## src/rtl/instr_line_fill_pkg.sv

```systemverilog
// Shared configuration for the instruction line-fill engine: line geometry,
// beat counter width and FSM state encoding.
package instr_line_fill_pkg;

    localparam int LINE_WORDS = 8;
    localparam int LINE_W     = LINE_WORDS * 32;
    localparam int OFFS_W     = $clog2(LINE_WORDS * 4);
    localparam int BEAT_W     = $clog2(LINE_WORDS);

    localparam logic [BEAT_W-1:0] LAST_BEAT = BEAT_W'(LINE_WORDS - 1);

    typedef enum logic [2:0] {
        ST_IDLE    = 3'd0,
        ST_ISSUE   = 3'd1,
        ST_WAIT    = 3'd2,
        ST_DONE    = 3'd3,
        ST_RELEASE = 3'd4
    } fill_state_t;

endpackage

```

## src/rtl/instr_line_fill_buf.sv

```systemverilog
// Line assembly register: one LINE_W-bit line written a word slot at a time.
// Slot 0 (lowest address) occupies the most significant word.
module line_assemble_buf
    import instr_line_fill_pkg::*;
(
    input  logic              CLK,
    input  logic              clear,
    input  logic              wr_en,
    input  logic [BEAT_W-1:0] slot,
    input  logic [31:0]       wdata,
    output logic [LINE_W-1:0] line
);

    // Clear on request, otherwise overwrite only the addressed word slot
    always_ff @(posedge CLK) begin
        if (clear) begin
            line <= '0;
        end else begin
            for (int w = 0; w < LINE_WORDS; w++) begin
                if (wr_en && (slot == BEAT_W'(w))) begin
                    line[LINE_W-1-32*w -: 32] <= wdata;
                end
            end
        end
    end

endmodule

```

## src/rtl/instr_line_fill.sv

```systemverilog
// Memory-side fill engine for the L1 instruction cache. Fetches one line as
// LINE_WORDS single-word reads and returns it with a one-cycle line_valid.
//
// state   | meaning
// --------+----------------------------------------------------------------
// IDLE    | no fill in progress, waiting for req
// ISSUE   | read strobe for the current beat is on the memory port
// WAIT    | waiting for ram_rvalid; data lands in slot 'beat'
// DONE    | all beats stored; line_valid pulses and fill_count advances
// RELEASE | line delivered, holding off until L1 drops req
//
// Outputs are registered on the transition into a state so that ram_rd_en
// is high exactly while the FSM sits in ISSUE.
module instr_line_fill
    import instr_line_fill_pkg::*;
(
    input  logic              CLK,
    input  logic              RESET,
    input  logic              req,
    input  logic [31:0]       req_address,
    output logic [LINE_W-1:0] line_data,
    output logic              line_valid,
    output logic              busy,
    output logic              ram_rd_en,
    output logic [31:0]       ram_addr,
    input  logic [31:0]       ram_rdata,
    input  logic              ram_rvalid,
    output logic [31:0]       fill_count
);

    fill_state_t           state;
    logic [BEAT_W-1:0]     beat;
    logic [BEAT_W-1:0]     beat_nxt;
    logic [31:OFFS_W]      base_tag;
    logic                  buf_wr;

    assign beat_nxt = beat + BEAT_W'(1);
    assign buf_wr   = (state == ST_WAIT) && ram_rvalid;

    line_assemble_buf u_buf (
        .CLK   (CLK),
        .clear (RESET),
        .wr_en (buf_wr),
        .slot  (beat),
        .wdata (ram_rdata),
        .line  (line_data)
    );

    // Fill sequencer: accept, issue/wait per beat, pulse, then hand-shake release
    always_ff @(posedge CLK) begin
        if (RESET) begin
            state      <= ST_IDLE;
            beat       <= '0;
            base_tag   <= '0;
            busy       <= 1'b0;
            ram_rd_en  <= 1'b0;
            ram_addr   <= '0;
            line_valid <= 1'b0;
            fill_count <= '0;
        end else begin
            ram_rd_en  <= 1'b0;
            line_valid <= 1'b0;
            unique case (state)
                ST_IDLE: begin
                    if (req) begin
                        base_tag  <= req_address[31:OFFS_W];
                        beat      <= '0;
                        busy      <= 1'b1;
                        ram_rd_en <= 1'b1;
                        ram_addr  <= {req_address[31:OFFS_W], {BEAT_W{1'b0}}, 2'b00};
                        state     <= ST_ISSUE;
                    end
                end
                ST_ISSUE: begin
                    state <= ST_WAIT;
                end
                ST_WAIT: begin
                    if (ram_rvalid) begin
                        if (beat == LAST_BEAT) begin
                            state <= ST_DONE;
                        end else begin
                            // beat only spans the offset field, so the tag never changes
                            beat      <= beat_nxt;
                            ram_rd_en <= 1'b1;
                            ram_addr  <= {base_tag, beat_nxt, 2'b00};
                            state     <= ST_ISSUE;
                        end
                    end
                end
                ST_DONE: begin
                    line_valid <= 1'b1;
                    fill_count <= fill_count + 32'd1;
                    state      <= ST_RELEASE;
                end
                ST_RELEASE: begin
                    if (!req) begin
                        busy  <= 1'b0;
                        state <= ST_IDLE;
                    end
                end
                default: begin
                    state <= ST_IDLE;
                end
            endcase
        end
    end

endmodule

```

## config.mk

```make
export PLATFORM = sky130hd
export DESIGN_NAME = instr_line_fill
export DESIGN_NICKNAME = d
export VERILOG_FILES = /design/src/rtl/instr_line_fill_pkg.sv /design/src/rtl/instr_line_fill_buf.sv /design/src/rtl/instr_line_fill.sv
export SDC_FILE = /design/constraint.sdc
export NUM_CORES = 1
export LEC_CHECK = 0
export CELL_PAD_IN_SITES_DETAIL_PLACEMENT = 1
export CELL_PAD_IN_SITES_GLOBAL_PLACEMENT = 1
export CORE_AREA = 5 5 244 246
export CTS_CLUSTER_DIAMETER = 30
export DETAILED_ROUTE_END_ITERATION = 8
export DIE_AREA = 0 0 249 251
export DONT_BUFFER_PORTS = 1
export GPL_TIMING_DRIVEN = 0
export PLACE_DENSITY = 0.45
export SLEW_MARGIN = 25
export SYNTH_ARGS = -nofsm -noshare
export SYNTH_HDL_FRONTEND = slang
export SYNTH_HIERARCHICAL = 1
export SYNTH_SLANG_ARGS = --single-unit
```

## constraint.sdc

```tcl
create_clock -name CLK -period 2.4 [get_ports CLK]
set_input_delay 0.48 -clock CLK [delete_from_list [all_inputs] [get_ports CLK]]
set_output_delay 0.48 -clock CLK [all_outputs]
set_load 0.01 [all_outputs]
```

==> run metrics, run 1 <==
commonest cells after routing, fill and taps aside dfxtp_1, nand2b_1, mux2i_1, clkbuf_16, clkbuf_1; Final Non-Filler Cells 2375; H-tree depth 3; DR WL/cell 22.8 um; register share of total power 28.4%; initial DRC count 278; core area 57100 sq um; Max Clock Skew 0.0332 ns; CP endpoint kind register; total negative setup slack 0 ns; Setup CP Type register to register; Clk pwr share 68.3%; I/O Buffers 0; DP Wirelength 38.6 mm; CTS Buf Count 106; Psw 0.00474 W; number of fill cells 6244; CTS tree built; number of vias per cell 4.49; Async SR Flop Fraction 0%; die width 249 um; Least-Margin Pin Slew 0.823 ns; most common cell after layout, fill and taps aside dfxtp_1; Static Leak 8.40 nW; Final period util 95.1%; # IOs 391; routed wire length 54.2 mm; Yosys warnings 6; sequential share of the synthesized area 49.8%; HP Class input port to register; Max Fclk 0.438 GHz; count of max-cap constraint violations 0; worst-case clock buffer depth 3; Post-Synthesis Cells 1377; DIE HEIGHT 251 um; Initial Utilization 24.7%; Final #Nets 1595; gp weighted congestion 0.733; Pwr Total 0.0214 W; Final setup viols 0; initial antenna violation count 5; EDFF count, synth 0; largest net degree at the start of global routing 17; Max-slew headroom 45.2%; Comb pwr share 3.3%; Worst-Skew Late Latency 0.64 ns; vias post-DR 10700; Worst Setup Start Kind register; GRT Total Usage 16.7%; WP data required 2.89 ns; Top FF cell, synth dfxtp_1; status finished, final reports clean; Hold WS 0.0928 ns; Mean Syn Cell Area 10.2 sq um; vias in the first global route 11400; Pint 0.0167 W; area leader, netlist dfxtp_1; clock tree sinks 351; Die Area 62500 sq um; Root Buffer clkbuf_16; switching share of power 22.1%; Cell Area, Synth 14100 sq um; Synth area leaders dfxtp_1, mux2i_1, nand2b_1; gr ovfl total 0; drt first pass iters 4; worst endpoint data arrival time 2.78 ns; crit path time final 2.28 ns; Worst VDD drop 0.585 mV; first-pass GRT wire length 79.0 mm; area delta synth->final 36.8%; share of cells above drive strength 1 15.7%; Row Count 88; residual DRC count 0; P per Cell Area 1110 nW/um^2; final antenna-violating net count 0; share of the synthesized area in the top cell type 49.8%; Final Hold Viols 0; Clock transition at path regs 0.04 ns; Seq cells post-synth 351; Distinct cells, synth 49; CP Max Fanout 10; final core occ 33.8%; placed cell count 2143; final slew viol count 0
power groups by stage:
stage	clock network [W]	registers, W	logic [W]
6_report	0.0146	0.00608	0.000718
5_1_grt	0.0153	0.00609	0.000795
4_1_cts	0.0149	0.00608	0.000734
3_5_place_dp	0	0.00618	0.000690
3_3_place_gp	0	0.00618	0.000683
2_1_floorplan	0	0.00614	0.000456
repair_timing:
item,in CTS,in global routing
setup buffers,3,7
pin swaps,1,2
hold endpoints to repair,28,0
endpoints found under the setup margin,41,179
hold buffers,28,0
gates resized for setup,4,25
final cells by class:
type	instances	area (sq um)	area share (%)
multi-input cells	889	6490	33.6
plain buffers	131	627	3.25
repair buffers	38	355	1.84
clock buffers	139	2970	15.4
diodes	1	2.50	0.0130
well taps	765	957	4.96
flip-flops and latches	351	7030	36.4
clock inverters	54	853	4.42
inverters	7	26.3	0.136
kinds of logic after synthesis:
group           after synthesis  share of synthesized area [%]
other cells                   1                         0.0266
buf+inv                     138                           4.39
fa+ha+maj                     3                          0.266
flops                       351                           49.8
simple gates                487                           20.2
xor+xnor                     10                          0.621
compound gates              100                           4.34
mux                         287                           20.4
flip-flops by register name, indices dropped and copies added (netlist names):
name / count
base_tag: 27
line_valid: 1
ram_addr: 28
ram_rd_en: 1
fill_count: 32
state: 3
busy: 1
u_buf/line: 256
beat: 2
through the flow:
stage	worst slack, ns	area (sq um)
5_1_grt	-0.00125	19300
4_1_cts	0.00314	19200
6_report	0.118	19300
2_1_floorplan	0.360	14100
3_5_place_dp	-0.242	15100
3_3_place_gp	-0.195	15100
synthesized netlist by cell type (11+ instances only):
cell type    n
dfxtp_1    351
nand2b_1   291
mux2i_1    284
clkbuf_1    78
nand2_1     67
a21oi_1     51
nor2_1      46
buf_2       33
a211oi_1    27
or4_1       16
o31ai_1     14
nand3_1     11
worst max-delay path, stage by stage (launching register included):
cell      delay (ns)
dfxtp_1         0.45
nand3_1         0.17
clkbuf_1        0.27
or4_4           0.59
nor4_2          0.33
mux2_1          0.34
path summary, 6_finish.rpt:
check,end,depth (start not counted),slack [ns],startpoint
max,fill_count[31],5,0.12,fill_count[6]
max reg2reg,fill_count[31],5,0.12,fill_count[6]
min reg2reg,base_tag[10],2,0.45,base_tag[10]
min,ram_addr[25],2,0.09,req_address[25]
metal layers:
layer  up-vias  track usage [%]  part of all wire, %
li1       4984                -                    -
met1      5254             18.3                   39
met2       343             28.3                   48
met3        73             8.82                   11
met4         4             4.64                  1.5
met5         -                0                0.039
Note: power is estimated with default switching activity, not from simulation.
==> inputs of run 2 (changes only) <==
--- a/config.mk
+++ b/config.mk
@@ -12,7 +12,7 @@
 export DETAILED_ROUTE_END_ITERATION = 8
 export DIE_AREA = 0 0 249 251
 export DONT_BUFFER_PORTS = 1
-export GPL_TIMING_DRIVEN = 0
+export MAX_ROUTING_LAYER = met4
 export PLACE_DENSITY = 0.45
 export SLEW_MARGIN = 25
 export SYNTH_ARGS = -nofsm -noshare
==> constraint.sdc (replaced) <==
create_clock -name CLK -period 2.4 [get_ports CLK]
set_input_delay 0.48 -clock CLK [delete_from_list [all_inputs] [get_ports CLK]]
set_output_delay 0.48 -clock CLK [all_outputs]
set_load 0.1 [all_outputs]
==> run metrics, run 2 (synthesis results as in run 1) <==
GRT Total Usage 16.2%; core area 57100 sq um; Worst Setup EP base_tag[17]; Least-Margin Pin Slew 0.824 ns; Worst VDD drop 0.520 mV; share of cells above drive strength 1 30.9%; count of max-cap constraint violations 0; routed wire length 50.8 mm; residual DRC count 0; Worst Setup Start Kind register; Row Count 88; Final Hold Viols 0; DIE HEIGHT 251 um; reg2reg path depth 7; I/O Buffers 0; WP data required 2.96 ns; final slew viol count 0; Final period util 89.6%; # IOs 391; CTS tree built; clock tree sinks 351; Final #Nets 1801; drt first pass iters 4; total negative setup slack 0 ns; Static Leak 9.93 nW; RR Endpoint base_tag[17]; CP endpoint kind register; crit path time final 2.15 ns; Setup CP Type register to register; Final setup viols 0; DP Wirelength 32.8 mm; RSZ-0062 raised after global routing no; worst-case clock buffer depth 3; status finished, final reports clean; vias post-DR 11300; Die Area 62500 sq um; Worst-Skew Late Latency 0.62 ns; reg-to-reg setup timing slack 0.25 ns; Clock transition at path regs 0.04 ns; Critical path origin state[1]; vias in the first global route 12300; Max Clock Skew 0.0150 ns; CP Max Fanout 27; commonest cells after routing, fill and taps aside buf_4, dfxtp_1, nand2b_1, mux2i_1, clkbuf_16; met2 usage 26.0%; most common cell after layout, fill and taps aside buf_4; gp weighted congestion 0.722; r2r startpoint state[1]; number of vias per cell 4.38; GR Util met3 7.32%; max reg flops 256; worst endpoint data arrival time 2.71 ns; global route hottest layer met2; grt met1 use 17.9%; CTS Buf Count 106; Initial Utilization 24.7%; H-tree depth 3; Max Fclk 0.465 GHz; largest net degree at the start of global routing 294; area delta synth->final 49.9%; initial antenna violation count 1; final antenna-violating net count 0; Max-slew headroom 45.1%; Hold Path Stages 2; DR WL/cell 19.6 um; gr ovfl total 0; HP Class input port to register; die width 249 um; Largest regs u_buf/line (256), fill_count (32), ram_addr (28); register with the most flip-flops u_buf/line; final core occ 37.0%; Root Buffer clkbuf_16; P per Cell Area 982 nW/um^2; first-pass GRT wire length 76.7 mm; initial DRC count 336
==> run 2: cell count changes in the layout (fill, tap and decap cells not counted), sizes merged <==
cell	previous run	this run
buf	58	348
bufinv	17	5
clkbuf	222	162
clkinv	27	28
clkinvlp	8	0
dlygate4sd3	28	27
==> run 2: how the worst min path moves through the flow <==
stage                 start            to  slack [ns]
2_1_floorplan  base_tag[10]  base_tag[10]        0.44
3_3_place_gp   base_tag[25]  base_tag[25]        0.44
3_5_place_dp   base_tag[12]  base_tag[12]        0.44
4_1_cts          ram_rvalid      state[0]      0.0004
5_1_grt          ram_rvalid      state[0]        0.04
6_report         ram_rvalid      state[0]        0.05
==> run 2: repair_timing <==
action                    in CTS  in global routing
resized for setup              0                  0
hold buffers                  28                  0
setup buffers                  0                  0
hold endpoints to repair      93                  0
==> run 2: routing by layer <==
| layer | share of wire [%] | up-vias |
|---|---|---|
| met5 | 0 | - |
| met4 | 2.0 | 0 |
| met3 | 9.8 | 69 |
| met2 | 47 | 340 |
| met1 | 41 | 5501 |
| li1 | - | 5404 |
==> run 2: worst max-delay path, cell delays in order (launching register included) <==
cell           delay (ns)
dfxtp_1              0.37
buf_4                0.20
nand2b_1             0.23
nor3_2               0.14
buf_4                0.36
nand2_1              0.11
a21oi_1              0.13
dlygate4sd3_1        0.55
==> run 2: layout make-up <==
class                           count  area, sq um
Clock inverter                     35          342
Inverter                            7         26.3
Tap cell                          765          957
Clock buffer                      162         3240
Antenna cell                        1         2.50
Timing Repair Buffer              375         2980
Sequential cell                   351         7060
Fill cell                        6332        36000
Multi-Input combinational cell    889         6550
==> run 2: report_power, final <==
part | total [W] | leakage, nW | switching, W | internal, W
sequential | 0.00601 | 2.85 | 0.0000440 | 0.00596
combinational | 0.00123 | 5.28 | 0.000893 | 0.000338
clock | 0.0135 | 1.79 | 0.00388 | 0.00965
==> run 2: stage by stage <==
| step | instance area [sq um] | power (W) | cells | hold WS [ns] | worst slack [ns] |
|---|---|---|---|---|---|
| 3_3_place_gp | 17300 | 0.00726 | 2359 | 0.436 | 0.236 |
| 5_1_grt | 21100 | 0.0215 | 2585 | 0.0399 | 0.103 |
| 3_5_place_dp | 17300 | 0.00728 | 2359 | 0.445 | 0.210 |
| 4_1_cts | 21100 | 0.0211 | 2584 | 0.000436 | 0.205 |
| 6_report | 21100 | 0.0208 | 2585 | 0.0469 | 0.249 |
| 2_1_floorplan | 14100 | 0.00707 | 1378 | 0.436 | 0.0514 |
